### src/rtl/ring_pkg.sv
// Shared types and defaults for ring-phase consumers.
// Optional error counter: RING_PHASE_DEC_ERRCNT_EN.
package ring_pkg;

   typedef enum logic [1:0] {
      SEARCH,
      VERIFY,
      LOCKED
   } ring_state_t;

   localparam int RING_WIDTH    = 8;
   localparam int RING_LOCK_CNT = 4;
   localparam int ERRCNT_W      = 16;

endpackage

### src/rtl/ring_phase_decoder_onehot_encode.sv
// One-hot to binary encoder with an exactly-one flag.
// Reusable by any ring-phase consumer.
module onehot_encode #(
   parameter int WIDTH = 8,
   localparam int IW   = $clog2(WIDTH)
) (
   input  logic [WIDTH-1:0] vec,
   output logic [IW-1:0]    idx,
   output logic             oh
);

   always_comb begin
      idx = '0;
      for (int i = 0; i < WIDTH; i++) begin
         if (vec[i]) idx = idx | IW'(i);
      end
   end

   // Clearing the lowest set bit leaves zero only for a single-bit vector.
   assign oh = (vec != '0) && ((vec & (vec - WIDTH'(1))) == '0);

endmodule

### src/rtl/ring_phase_decoder.sv
// Decodes and verifies a rotating one-hot ring vector.
// Optional error counter: RING_PHASE_DEC_ERRCNT_EN.
module ring_phase_decoder
   import ring_pkg::*;
#(
   parameter int WIDTH    = RING_WIDTH,
   parameter int LOCK_CNT = RING_LOCK_CNT,
   localparam int IW      = $clog2(WIDTH)
) (
   input  logic                clk,
   input  logic                rst,
   input  logic [WIDTH-1:0]    phase_in,
   input  logic                phase_vld,
   output logic [IW-1:0]       idx_out,
   output logic                idx_vld,
   output logic                locked,
   output logic                wrap,
   output logic                err_onehot,
   output logic                err_seq,
   output logic [ERRCNT_W-1:0] err_cnt
);

   ring_state_t      state;
   logic [7:0]       good_cnt;
   logic [WIDTH-1:0] prev;
   logic [WIDTH-1:0] expv;
   logic [IW-1:0]    enc_idx;
   logic             oh;
   logic             ok;

   onehot_encode #(.WIDTH(WIDTH)) u_enc (
      .vec (phase_in),
      .idx (enc_idx),
      .oh  (oh)
   );

   assign expv   = {prev[0], prev[WIDTH-1:1]};
   assign ok     = oh && (phase_in == expv);
   assign locked = (state == LOCKED);

   always_ff @(posedge clk) begin
      if (rst) begin
         state      <= SEARCH;
         good_cnt   <= '0;
         prev       <= '0;
         idx_out    <= '0;
         idx_vld    <= 1'b0;
         wrap       <= 1'b0;
         err_onehot <= 1'b0;
         err_seq    <= 1'b0;
      end else begin
         idx_vld    <= 1'b0;
         wrap       <= 1'b0;
         err_onehot <= 1'b0;
         err_seq    <= 1'b0;
         if (phase_vld) begin
            err_onehot <= !oh;
            if (oh) begin
               idx_out <= enc_idx;
               idx_vld <= 1'b1;
               prev    <= phase_in;
            end
            unique case (state)
               SEARCH: begin
                  if (oh) begin
                     state    <= VERIFY;
                     good_cnt <= 8'd1;
                  end
               end
               VERIFY: begin
                  if (ok) begin
                     good_cnt <= good_cnt + 8'd1;
                     if (good_cnt + 8'd1 == 8'(LOCK_CNT)) state <= LOCKED;
                  end else if (oh) begin
                     good_cnt <= 8'd1;
                     err_seq  <= 1'b1;
                  end else begin
                     state    <= SEARCH;
                     good_cnt <= '0;
                  end
               end
               LOCKED: begin
                  if (ok) begin
                     wrap <= phase_in[WIDTH-1];
                  end else if (oh) begin
                     state    <= VERIFY;
                     good_cnt <= 8'd1;
                     err_seq  <= 1'b1;
                  end else begin
                     state    <= SEARCH;
                     good_cnt <= '0;
                  end
               end
               default: state <= SEARCH;
            endcase
         end
      end
   end

`ifdef RING_PHASE_DEC_ERRCNT_EN
   logic err_now;

   // Counts alongside the error pulse it accompanies.
   assign err_now = phase_vld && (!oh || (!ok && state != SEARCH));

   always_ff @(posedge clk) begin
      if (rst) begin
         err_cnt <= '0;
      end else if (err_now && err_cnt != '1) begin
         err_cnt <= err_cnt + 1'b1;
      end
   end
`else
   assign err_cnt = '0;
`endif

endmodule

### config.mk
export PLATFORM = sky130hd
export DESIGN_NAME = ring_phase_decoder
export DESIGN_NICKNAME = d
export VERILOG_FILES = /design/src/rtl/ring_pkg.sv /design/src/rtl/ring_phase_decoder_onehot_encode.sv /design/src/rtl/ring_phase_decoder.sv
export SDC_FILE = /design/constraint.sdc
export NUM_CORES = 1
export LEC_CHECK = 0
export ABC_AREA = 1
export CAP_MARGIN = 20
export CORE_MARGIN = 2
export CORE_UTILIZATION = 55
export DETAILED_ROUTE_END_ITERATION = 8
export GPL_TIMING_DRIVEN = 1
export PLACE_DENSITY_LB_ADDON = 0.12
export SYNTH_ARGS = -nofsm -noshare
export SYNTH_HDL_FRONTEND = slang
export SYNTH_SLANG_ARGS = --single-unit
export TNS_END_PERCENT = 5
### constraint.sdc
create_clock -name clk -period 2.79 [get_ports clk]
set_input_delay 0.4185 -clock clk [delete_from_list [all_inputs] [get_ports clk]]
set_output_delay 0.4185 -clock clk [all_outputs]
set_load 0.1 [all_outputs]
# Word level (Yosys, flattened, before mapping)
# Index checks and enable logic that the tools add are counted.
[op_classes]
bitwise_logic = 5
n_eq_ne = 8
addsub = 2
muxes = 20
reduce_logical = 14
[ops]
columns = ["cell", "n"]
rows = [
  ["$mux W8", 3],
  ["$pmux W8 S3", 1],
  ["$mux W2", 7],
  ["$mux W3", 4],
  ["$add A8 B1 Y8 const B", 1],
  ["$and A8 B8 Y8", 1],
  ["$eq A8 B3 Y1 const B", 1],
  ["$eq A8 B8 Y1", 1],
  ["$logic_not A8 Y1", 1],
  ["$reduce_bool A8 Y1", 1],
  ["$reduce_or A4 Y1", 2],
  ["$sub A8 B1 Y8 const B", 1],
  ["$ne A3 B3 Y1 const B", 2],
  ["$pmux W2 S3", 1],
  ["$reduce_and A5 Y1", 1],
  ["$mux W1", 4],
  ["$ne A2 B2 Y1 const B", 2],
  ["$not A1 Y1", 4],
  ["$reduce_and A4 Y1", 1],
  ["$reduce_or A2 Y1", 2],
  ["$reduce_bool A3 Y1", 1],
  ["$eq A2 B1 Y1 const B", 1],
  ["$eq A2 B2 Y1 const B", 1],
  ["$logic_and A1 B1 Y1", 2],
  ["other kinds (3)", 3],
]
[totals]
inputBits = 11
regBits = 25
word_cells = 57

# Logic depth before layout (Yosys ltp)
[logic_depth]
word_depth = 7
depth_mapped = 14
ltp_nobuf = 13

# Hierarchy
# From an unflattened synthesis, not the netlist that was laid out.
[hier_totals]
cells_unflattened = 247
hier_area_um2 = 1591.5
[modules_own_cells]
columns = ["mod", "area_each_um2", "instances", "cells_per_inst"]
rows = [
  ["ring_phase_decoder", 1441.4, 1, 213],
  ["onehot_encode", 150.1, 1, 34],
]

# Least setup slack after synthesis
# OpenSTA, ideal clock, no wires.
[synth_timing]
path_kind = "reg2reg"
from = "register state[0]"
to = "register state[0]"
setup_slack_ns = 0.736
path_buffers = 0
required_time_ns = 2.677
path_stages_with_launch = 10
setup_ns = 0.113
arrival_time_ns = 1.942
path_cell_list = "dfxtp_1 -> inv_1 -> ha_1 -> nand4_1 -> nor2_1 -> nor2_2 -> nand2_2 -> nand2_1 -> nand2_1 -> nor2_1"
[synth_between]
elab_chain_len = 3
elab_cells_between_ends = 9
[synth_lines]
columns = ["item", "line", "text"]
rows = [
  ["start, declared", "ring_phase_decoder.sv:23", "ring_state_t state;"],
  ["start signal, assigned", "ring_phase_decoder.sv:43", "state <= SEARCH;"],
  ["start signal, assigned", "ring_phase_decoder.sv:66", "state <= VERIFY;"],
  ["start signal, assigned", "ring_phase_decoder.sv:73", "if (good_cnt + 8'd1 == 8'(LOCK_CNT)) state <= LOCKED;"],
  ["$eq A2 B2 Y1 (*)", "n/a", ""],
  ["named net locked", "ring_phase_decoder.sv:16", "output logic locked,"],
  ["$ne A2 B2 Y1 (no line)", "n/a", ""],
  ["$reduce_and A5 Y1 (no line)", "n/a", ""],
]
# Mark *: on every way through the listed nets, which the timed path passes. The rest lies on a longest branch.
# A chain may end at the register's enable or synchronous reset.

# Final worst setup path
[layout_timing]
from = "input port phase_in[2]"
to = "register idx_out[0]"
[layout_between]
elab_chain_len = 5
elab_cells_between_ends = 6
[layout_lines]
columns = ["item", "line", "text"]
rows = [
  ["start, declared", "ring_phase_decoder.sv:12", "input logic [WIDTH-1:0] phase_in,"],
  ["$sub A8 B1 Y8", "ring_phase_decoder_onehot_encode.sv:20", "assign oh = (vec != '0) && ((vec & (vec - WIDTH'(1))) == '0);"],
  ["$and A8 B8 Y8", "ring_phase_decoder_onehot_encode.sv:20", ""],
  ["$logic_not A8 Y1", "ring_phase_decoder_onehot_encode.sv:20", ""],
  ["$logic_and A1 B1 Y1 (*)", "ring_phase_decoder_onehot_encode.sv:20", ""],
  ["$reduce_and A2 Y1 (no line) (*)", "n/a", ""],
  ["end signal, assigned", "ring_phase_decoder.sv:59", "idx_out <= enc_idx;"],
  ["end, declared", "ring_phase_decoder.sv:14", "output logic [IW-1:0] idx_out,"],
]
# Mark *: on every way between the ends. The rest lies on a longest branch, timed or not.

==> metrics.yaml <==
synth.distinct_cells: 26
synth_seq_cells: 25
routedWlPerCell_um: 9.691
first_iter_violations: 35
synth.avg_cell_area_um2: 6.412
start_util_pct: 57.81
leakage_nw: 0.9189
overflow: 0
antenna_cells: 0
vias: 1515
htree_levels: 1
start_kind: "primary input"
cp-end-kind: "flop"
arrival_ns: 2.30
antenna_found_initial: 0
cp_max_fo: 12
whs_path_depth: 2
row_count: 20
grt_start_max_net_pins: 15
ctsHoldBuffers: 0
worstSkewPairLatency_ns: 0.33
cp_slowest_cell: "clkdlybuf4s50_1"
power_density_mw_per_mm2: 447.7
hold_path_end: "prev[1]"
cts_tree: "yes"
r2r_cells: 12
grt_pass1_wl_mm: 5.595
grtUsageTotal_pct: 20.25
rsz0062_at_grt: "false"
path_buf_inv: 3
cts_inserted_buffers: 3
rr_endpoint: "good_cnt[1]"
path_cells: "clkdlybuf4s50_1, nor2_2, nor2_1, nor2_2, nand3_2, nor2_2, buf_4, nand2_1, o221ai_1, inv_1"
max_cap_violations: 0
cts_sinks: 25
postLayoutCoreUtil_pct: 62.60
syn_to_final_growth_pct: 8.292
p_seq_share_pct: 46.6
ys_warn_count: 0
r2r_slack_ns: 1.21
first_pass_iters: 4
die_y_um: 60.42
tns_ns: 0
layout_min_cycle_time_ns: 2.052
place.gp.congestion: 0.8133
switchingPower_uw: 350.0
critPathMostFrequentCell: "nor2_2"
fmax_mhz: 487.3
drc: 0
grt_pass1_vias: 1370
routed_wl_mm: 3.227
yosysSeqAreaShare_pct: 28.59
io_pins: 35
hold_violations: 0
drive_gt1_share_pct: 14.88
cp_top_family: "simple AND/OR/NAND/NOR gates"
p_clk_share_pct: 19.6
drv_slew: 0
worst_hold_slack_ns: 0.4801
core_mm2: 0.003028
nets: 307
ant_nets: 0
clock_skew_ns: 0.006455
synth_area_mm2: 0.001750
hold_path_class: "flop to flop"
cts-root-buf: "clkbuf_4"
rr_startpoint: "prev[0]"
die_x_um: 60.42
cts_setup_buffers: 0
cts_resized: 0
viasPerCell: 4.550
combPwrFrac_pct: 33.7
synthCells: 273
critPathKind: "primary input to flop"
worst_hold_startpoint: "prev[1]"
setup_viol_count_final: 0
final_cell_mix: "72 x nand2_1, 38 x inv_1, 32 x nor2_1, 25 x dfxtp_1, 16 x conb_1"
cp_num_cells: 10
final_common_cell: "nand2_1"
status: "completed"
ir_drop_mv: 0.2927
cts.path.max_buffers: 2
swShare_pct: 41.24
die-area_mm2: 0.003650
dpl.hpwl_mm: 2.522
fin_crit_sh_pct: 73.55
p_int_uw: 498.7
worst_ep_required_time_ns: 3.03
slowest_delay_ns: 0.47
io_buffers: 18
clk_pin_slew_ns: 0.14
==> registers in the layout (all words and copies together) (netlist names) <==
signal / flops
good_cnt: 8
state: 2
idx_out: 3
wrap: 1
err_seq: 1
err_onehot: 1
idx_vld: 1
prev: 8
==> Yosys cell counts <==
cell	count	area share, %
nand4_1	6	2.1
o21a_1	1	0.43
conb_1	1	0.21
nor2_2	7	2.5
nor3_1	1	0.29
nand2_4	1	0.64
ha_1	6	4.3
buf_2	3	0.86
inv_2	5	1.1
buf_4	17	7.3
o21ai_0	10	2.9
nor2_1	32	6.9
nor2_4	5	3.2
o21ai_2	1	0.50
a41oi_1	1	0.50
nand2_2	9	3.2
buf_6	2	1.3
a21oi_1	9	2.6
inv_1	38	8.1
nand3_2	1	0.57
nand3_1	15	4.3
dfxtp_1	25	29
xor2_1	3	1.5
buf_1	1	0.21
nand2_1	72	15
o221ai_1	1	0.50
==> metrics by stage <==
step	setup slack [ns]	power, mW	instances	area, um^2
2_1_floorplan	0.7355	0.6618	288	1807
3_3_place_gp	0.4256	0.6868	329	1868
3_5_place_dp	0.3825	0.6886	329	1868
4_1_cts	0.7450	0.8509	333	1896
5_1_grt	0.6029	0.8972	333	1896
6_report	0.7378	0.8487	333	1896
==> power groups by stage <==
stage | Combinational (mW) | Clock (mW) | Sequential (mW)
floorplan | 0.256 | 0 | 0.405
global placement | 0.283 | 0 | 0.404
detailed placement | 0.285 | 0 | 0.404
CTS | 0.286 | 0.169 | 0.396
global route | 0.313 | 0.185 | 0.399
finish | 0.286 | 0.167 | 0.396
==> layout make-up <==
class,instances,area [um^2]
clock buffer,3,22.52
clock inverter,1,5.005
fill,309,1132
inverter,43,161.4
multi-input combinational,197,975.9
sequential,25,500.5
tap,44,55.05
timing repair buffer,20,175.2
==> worst max path at each step <==
stage	startpoint	to	slack, ns
after global placement	phase_in[2]	idx_out[2]	0.43
final	phase_in[2]	idx_out[0]	0.74
after detailed placement	phase_in[2]	idx_out[0]	0.38
after CTS	phase_in[2]	idx_out[0]	0.74
after global routing	phase_in[2]	idx_out[0]	0.60
after floorplan	state[0]	state[0]	0.74
==> tightest hold or removal path, cell delays in order (launching register included) <==
cell and delay [ns]:
dfxtp_1 0.34, inv_1 0.06, a21oi_1 0.05
==> kinds of logic after synthesis <==
| logic type | after synthesis | synth area share [%] |
|---|---|---|
| AOI/OAI and AO/OA | 23 | 7.363 |
| xor gates and xnor gates | 3 | 1.501 |
| adders and majority gates | 6 | 4.289 |
| buffers and inverters | 66 | 18.87 |
| DFF | 25 | 28.59 |
| other | 1 | 0.2142 |
| and+or+nand+nor | 149 | 39.17 |
==> per-layer routing <==
metal | wire length (um) | GRT usage, %
met1 | 1688 | 26.90
met2 | 1361 | 33.39
met3 | 147 | 4.478
met4 | 29 | 5.590
met5 | 0 | 0
No activity file was read; power rests on OpenSTA's default activity.
